### src/rtl/bbq_key_decoder.sv
`default_nettype none
// ============================================================================
// Module      : bbq_key_decoder
// Description : Maps decoded PS/2 make/break events and active-low push
//               buttons onto NUM_CH logical key channels. Each channel can
//               follow the key (hold mode) or flip on each fresh press
//               (toggle mode). Each channel also reports edge pulses and how
//               long it has been held, in prescaler ticks.
// Ports       : clk, resetn          - clock, async active-low reset
//               valid/makeBreak/outCode - decoded PS/2 event (strobe, 1=make)
//               key_n[NUM_CH]        - async active-low buttons
//               clear                - drop all keyboard-derived state
//               pressed/press_pulse/release_pulse[NUM_CH] - level and edges
//               hold_ms[NUM_CH*HOLD_W] - per-channel hold tick counters
//               any_pressed          - OR of all pressed bits
// Revision    : 1.0 - initial release
// ============================================================================
module bbq_key_decoder #(
  parameter int                  NUM_CH      = 6,
  parameter logic [8*NUM_CH-1:0] CODES       = {8'h7A, 8'h72, 8'h69, 8'h74, 8'h73, 8'h6B},
  parameter int                  TOGGLE_MODE = 0,
  parameter int                  HOLD_W      = 16,
  parameter int                  TICK_DIV    = 50000
) (
  input  logic                     clk,
  input  logic                     resetn,
  input  logic                     valid,
  input  logic                     makeBreak,
  input  logic [7:0]               outCode,
  input  logic [NUM_CH-1:0]        key_n,
  input  logic                     clear,
  output logic [NUM_CH-1:0]        pressed,
  output logic [NUM_CH-1:0]        press_pulse,
  output logic [NUM_CH-1:0]        release_pulse,
  output logic [NUM_CH*HOLD_W-1:0] hold_ms,
  output logic                     any_pressed
);

  localparam int                 c_pre_w   = $clog2(TICK_DIV);
  localparam logic [c_pre_w-1:0] c_pre_max = c_pre_w'(TICK_DIV - 1);

  logic [c_pre_w-1:0] r_pre;
  logic               w_tick;
  logic [NUM_CH-1:0]  w_match;
  logic [NUM_CH-1:0]  r_kb_held;
  logic [NUM_CH-1:0]  r_kb_raw;
  logic [NUM_CH-1:0]  r_kb_latch;
  logic [NUM_CH-1:0]  w_kb_state;
  logic [NUM_CH-1:0]  r_sync1;
  logic [NUM_CH-1:0]  r_sync2;
  logic [NUM_CH-1:0]  w_btn;
  logic [NUM_CH-1:0]  w_pressed_next;
  logic [NUM_CH-1:0]  r_pressed;
  logic [NUM_CH-1:0]  r_press_pulse;
  logic [NUM_CH-1:0]  r_release_pulse;
  logic               r_any;

  // Free-running prescaler; the tick is the cycle in which it wraps.
  assign w_tick = (r_pre == c_pre_max);

  always_ff @(posedge clk or negedge resetn) begin
    if (!resetn) begin
      r_pre <= '0;
    end else if (w_tick) begin
      r_pre <= '0;
    end else begin
      r_pre <= r_pre + c_pre_w'(1);
    end
  end

  // Keyboard state. Both hold and toggle state are kept; the mode only
  // selects which one feeds pressed. r_kb_raw remembers whether the key is
  // physically down so typematic repeats do not re-toggle the latch.
  always_ff @(posedge clk or negedge resetn) begin
    if (!resetn) begin
      r_kb_held  <= '0;
      r_kb_raw   <= '0;
      r_kb_latch <= '0;
    end else if (clear) begin
      r_kb_held  <= '0;
      r_kb_raw   <= '0;
      r_kb_latch <= '0;
    end else begin
      for (int i = 0; i < NUM_CH; i++) begin
        if (w_match[i]) begin
          r_kb_held[i] <= makeBreak;
          r_kb_raw[i]  <= makeBreak;
          if (makeBreak && !r_kb_raw[i]) begin
            r_kb_latch[i] <= ~r_kb_latch[i];
          end
        end
      end
    end
  end

  assign w_kb_state = (TOGGLE_MODE != 0) ? r_kb_latch : r_kb_held;

  // The synchronizer carries the inverted (active-high) button level so its
  // reset value of 0 is the released state and reset exit is pulse-free.
  always_ff @(posedge clk or negedge resetn) begin
    if (!resetn) begin
      r_sync1 <= '0;
      r_sync2 <= '0;
    end else begin
      r_sync1 <= ~key_n;
      r_sync2 <= r_sync1;
    end
  end

  assign w_btn          = r_sync2;
  assign w_pressed_next = w_kb_state | w_btn;

  always_ff @(posedge clk or negedge resetn) begin
    if (!resetn) begin
      r_pressed       <= '0;
      r_press_pulse   <= '0;
      r_release_pulse <= '0;
      r_any           <= 1'b0;
    end else begin
      r_pressed       <= w_pressed_next;
      r_press_pulse   <= w_pressed_next & ~r_pressed;
      r_release_pulse <= ~w_pressed_next & r_pressed;
      r_any           <= |w_pressed_next;
    end
  end

  genvar gi;
  for (gi = 0; gi < NUM_CH; gi++) begin : g_ch
    logic [HOLD_W-1:0] r_hold;

    assign w_match[gi] = valid && (outCode == CODES[8*gi +: 8]);

    // Reload during the press pulse, then count ticks while pressed and
    // stick at all-ones. After release the last value is kept.
    always_ff @(posedge clk or negedge resetn) begin
      if (!resetn) begin
        r_hold <= '0;
      end else if (r_press_pulse[gi]) begin
        r_hold <= '0;
      end else if (w_tick && r_pressed[gi] && (r_hold != {HOLD_W{1'b1}})) begin
        r_hold <= r_hold + HOLD_W'(1);
      end
    end

    assign hold_ms[HOLD_W*gi +: HOLD_W] = r_hold;
  end

  assign pressed       = r_pressed;
  assign press_pulse   = r_press_pulse;
  assign release_pulse = r_release_pulse;
  assign any_pressed   = r_any;

endmodule
`default_nettype wire
### config.mk
export PLATFORM = sky130hd
export DESIGN_NAME = bbq_key_decoder
export DESIGN_NICKNAME = d
export VERILOG_FILES = /design/src/rtl/bbq_key_decoder.sv
export SDC_FILE = /design/constraint.sdc
export NUM_CORES = 1
export LEC_CHECK = 0
export ABC_AREA = 1
export BUFFER_PORTS_ARGS = -buffer_cell sky130_fd_sc_hd__buf_2
export CORE_AREA = 2 2 132 134
export DETAILED_ROUTE_END_ITERATION = 8
export DIE_AREA = 0 0 134 136
export PLACE_DENSITY = 0.76
export RECOVER_POWER = 50
export SYNTH_ARGS = -nofsm -noshare
export SYNTH_HDL_FRONTEND = slang
export SYNTH_SLANG_ARGS = --single-unit
export TNS_END_PERCENT = 20
### constraint.sdc
create_clock -name clk -period 1.75 [get_ports clk]
set_clock_uncertainty 0.2 [all_clocks]
set_input_delay 0.0875 -clock clk [delete_from_list [all_inputs] [get_ports clk]]
set_output_delay 0.0875 -clock clk [all_outputs]
set_load 0.03 [all_outputs]
* After elaboration in Yosys (flattened, before gate mapping)
Index checks and enable logic that the tools add are counted.
** Storage, ports and cells
- Input port bits :: 19
- Bits in registers :: 149
- Output and inout port bits :: 115
** Operators by class
- Equality and inequality tests :: 13
- Bitwise logic cells :: 6
- Add/subtract/negate cells :: 7
- Reductions and logical operators :: 31
- Muxes and demuxes :: 20
** Operators with widths (count)
- $mux 16 :: 13
- $add 16x1->16 const B :: 7
- $ne 16x16->1 const B :: 6
- $eq 8x7->1 const B :: 6
- $reduce_bool 2->1 :: 12
- $logic_and 1x1->1 :: 18
- $not 6->6 :: 3
- $eq 16x16->1 const B :: 1
- $and 6x6->6 :: 2
- $mux 1 :: 6
- $mux 6 :: 1
- $or 6x6->6 :: 1
- $reduce_or 6->1 :: 1

* Longest topological paths before layout
- Depth in word-level cells :: 5
- Depth in mapped cells :: 10

* Worst setup path before layout
Ideal clock, no wire load.
- Kind :: reg2reg
- From :: register g_ch[2].r_hold[1]
- To :: register g_ch[2].r_hold[5]
- Data required time :: 1.485 ns
- Slack :: -0.224 ns
- Path buffers :: 1
- Arrival :: 1.709 ns
- Stages on the path, launching flop included :: 11
- Path through :: dfrtp_1 > ha_1 > nand2_2 > nor2_4 > nand2_4 > nor2_8 > nor2_8 > nor2_8 > buf_12 > nand2_2 > nand2_2
** Between the ends
- Longest elaborated chain between the ends :: 3
** RTL lines
- start, declared :: line 129 : logic [HOLD_W-1:0] r_hold;
- start signal, assigned :: line 141 : r_hold <= r_hold + HOLD_W'(1);
- $add 16x1->16 / $ne 16x16->1 (equally long branches) :: line 141, 140
- $mux 16 / $logic_and 1x1->1 (equally long branches) :: line 140 : end else if (w_tick && r_pressed[gi] && (r_hold != {HOLD_W{1'b1}})) begin
- $mux 16 / $reduce_bool 2->1 (equally long branches)
Several ways; a longest one is shown, not always the timed one. The select of a mux whose other input is x is not followed.
A chain may end at the register's enable or synchronous reset.

* Final worst setup path
- From :: register r_pre[9]
- To :: register g_ch[2].r_hold[9]
** Between the ends
- Longest elaborated chain between the ends :: 4
** RTL lines
- start, declared :: line 42 : logic [c_pre_w-1:0] r_pre;
- start signal, assigned :: line 67 : r_pre <= r_pre + c_pre_w'(1);
- $eq 16x16->1 :: line 59 : assign w_tick = (r_pre == c_pre_max);
- $logic_and 1x1->1 (2 in series) :: line 140
- $reduce_bool 2->1 (no line)
Every way passes these cells.

==> flow_summary.json <==
{
  "antenna_found_initial": 0,
  "place_inst": 1605,
  "outcome": "finished, violations left",
  "core_um2": 16900,
  "arrival_ns": 1.93,
  "yosysTopAreaCell": "dfrtp_1",
  "mostFrequentLayoutCells": "270 x nand2_1, 177 x nand3_1, 136 x buf_4",
  "clk_pin_slew_ns": 0.06,
  "root_buffer": "clkbuf_16",
  "vias": 8618,
  "cellLeakagePower_nw": 5.99,
  "grt_pass1_wl_um": 37400,
  "die_h_um": 136,
  "die_w_um": 134,
  "seqCellArea_um2": 3750,
  "grt_max_degree": 41,
  "synthTopCellsByArea": "dfrtp_1 44%, nand2_1 12%, nand3_1 11%",
  "antenna_left": 0,
  "synth-seq-cells": 149,
  "startpoint_type": "flop",
  "grt_pass1_vias": 8055,
  "criticalPathCategory": "reg2reg",
  "drt-total-wl_um": 23000,
  "nets": 1455,
  "start_util": 0.507,
  "worstMarginPinSlew_ns": 0.455,
  "num-fill-cells": 1373,
  "maxCapViolCount": 0,
  "cts_tree": "yes",
  "r2r_slack_ns": -0.02,
  "dr.pass1.iters": 4,
  "powerDensity_nw_per_um2": 679,
  "cts_buffers": 17,
  "antenna_cells": 0,
  "port_buffers": 133,
  "viasPerCell": 5.17,
  "hp-class": "reg2reg",
  "fin_crit_ns": 1.77,
  "drive_gt1_frac": 0.260,
  "violations": "negative setup slack",
  "cp_data_required_time_ns": 1.91,
  "yosys_warnings": 0,
  "cts.sinks": 149,
  "fmax_mhz": 566,
  "synth_cells": 1129,
  "final_common_cell": "nand2_1",
  "rows": 48,
  "ir_drop_mv": 0.712,
  "synthDistinctLibCells": 36,
  "htreeDepth": 4,
  "syn_avg_cell_area_um2": 7.58,
  "multi_input_area_um2": 4580,
  "drt-wirelength-per-cell_um": 13.8,
  "syn2layout_area_growth_pct": 37.6,
  "final_max_slew_viol_count": 0,
  "syn-cell-area_um2": 8560,
  "fin_cells": 1667,
  "grt.total_usage": 0.253,
  "cp_max_fo": 7,
  "fin_tns_setup_ns": -0.112,
  "slew_headroom": 0.698,
  "syn-num-nets": 1155,
  "period_share": 1.01,
  "grt_setup_unrepaired": "true",
  "dpl.hpwl_um": 15700,
  "synthDominantCellAreaShare": 0.436,
  "route.detailed.drc": 0,
  "ioPinCount": 134,
  "cp-end-kind": "flop",
  "drt_first_iter_violations": 463,
  "finalSetupViolCount": 13,
  "clockBufferDepth": 2,
  "worst_slack_ns": -0.0175,
  "place_ws_ns": -0.122,
  "hold_viol": 0,
  "grt_overflow": 0,
  "gp_congestion": 0.900,
  "worstSkewPairLatency_ns": 0.42,
  "die_area_um2": 18200,
  "yosysSeqAreaShare": 0.436
}
[cell type report]
class,count,area share
well taps,225,0.0239
inverters,126,0.0406
clock inverters,11,0.0166
multi-input cells,832,0.389
clock buffers,21,0.0399
flip-flops and latches,149,0.319
repair buffers,303,0.172
[cell families (layout without fill, tap and decap cells)]
logic type	count (synthesis)	count (layout)	synth area share
and+or+nand+nor	730	733	0.399
buffers and inverters	151	461	0.0741
xor gates and xnor gates	54	54	0.0553
adders and majority gates	7	7	0.0102
AOI/OAI and AO/OA	38	38	0.0256
DFF	149	149	0.436
[final timing paths]
check | startpoint | end | depth (start not counted)
hold / removal | r_sync1[5]$_DFF_PN0_ | r_sync2[5]$_DFF_PN0_ | 0
max in group asynchronous | resetn | g_ch[5].r_hold[4]$_DFFE_PN0P_ | 4
min in group asynchronous | resetn | g_ch[3].r_hold[3]$_DFFE_PN0P_ | 3
setup reg to reg | r_pre[9]$_DFF_PN0_ | g_ch[2].r_hold[9]$_DFFE_PN0P_ | 10
setup / recovery | r_pre[9]$_DFF_PN0_ | g_ch[2].r_hold[9]$_DFFE_PN0P_ | 10
hold reg to reg | r_sync1[5]$_DFF_PN0_ | r_sync2[5]$_DFF_PN0_ | 0
[synthesized netlist by cell type]
library cell,n
buf_4,2
nor3b_1,1
xor2_1,44
clkbuf_1,10
nand3_1,188
o22ai_1,3
nand2_1,283
o21ai_0,18
nand2_2,30
buf_6,5
a21oi_1,7
inv_2,3
nand3_4,1
or2_2,1
o21a_1,1
nor2_4,4
dfrtp_1,149
nand2_4,4
nand3b_1,22
buf_2,4
buf_1,3
buf_12,1
nor2_8,5
nor2_2,6
ha_1,7
nor2_1,146
nor4_1,1
o21bai_1,9
nand4_1,23
nor3_4,1
clkinv_2,1
xnor2_1,10
clkinv_1,3
inv_1,119
nand3_2,3
nor3_1,11
[critical path, stage by stage (launching register included)]
cell and delay (ns):
dfrtp_1 0.41, nand2_2 0.11, clkinv_2 0.11, nand2_4 0.10, nor2_8 0.05, buf_6 0.12
nand3_4 0.11, nor2_8 0.07, nor2_4 0.28, nand2_2 0.08, nand2_2 0.06
[report_power, final]
part | switching [mW] | leakage [nW] | total [mW] | internal [mW]
combinational | 0.264 | 3.70 | 0.370 | 0.106
clock | 1.46 | 0.316 | 4.11 | 2.65
sequential | 0.0264 | 1.98 | 3.51 | 3.48
[through the flow]
step / cell area [um^2] / utilization / hold WS [ns] / power (mW)
global route: 11800 / 0.698 / 0.154 / 8.25
global placement: 10600 / 0.629 / -0.169 / 3.90
CTS: 11600 / 0.687 / 0.126 / 8.06
detailed placement: 10600 / 0.629 / -0.168 / 3.90
floorplan: 8650 / - / -0.408 / 3.72
finish: 11800 / 0.698 / 0.144 / 7.99
[state kept, by name (all words and copies together), names as in the netlist]
register and flops:
g_ch.r_hold 96, r_sync1 6, r_pre 16, r_kb_held 6
pressed 6, any_pressed 1, press_pulse 6, release_pulse 6
r_sync2 6
[routing by layer]
layer  vias up  share of wire  track usage
met5         -              0            0
met4         0          0.023       0.0922
met3        48          0.046       0.0447
met2       262           0.49        0.415
met1      4079           0.44        0.337
li1       4229              -            -
[timing repair]
action | in CTS | in global routing
pin swaps | 14 | 26
hold buffers | 21 | 0
hold endpoints to repair | 161 | 0
buffers inserted | 5 | 2
gates resized for setup | 12 | 75
gates cloned | 2 | 2
setup endpoints to repair | 97 | 107
Note: power is estimated with default switching activity, not from simulation.
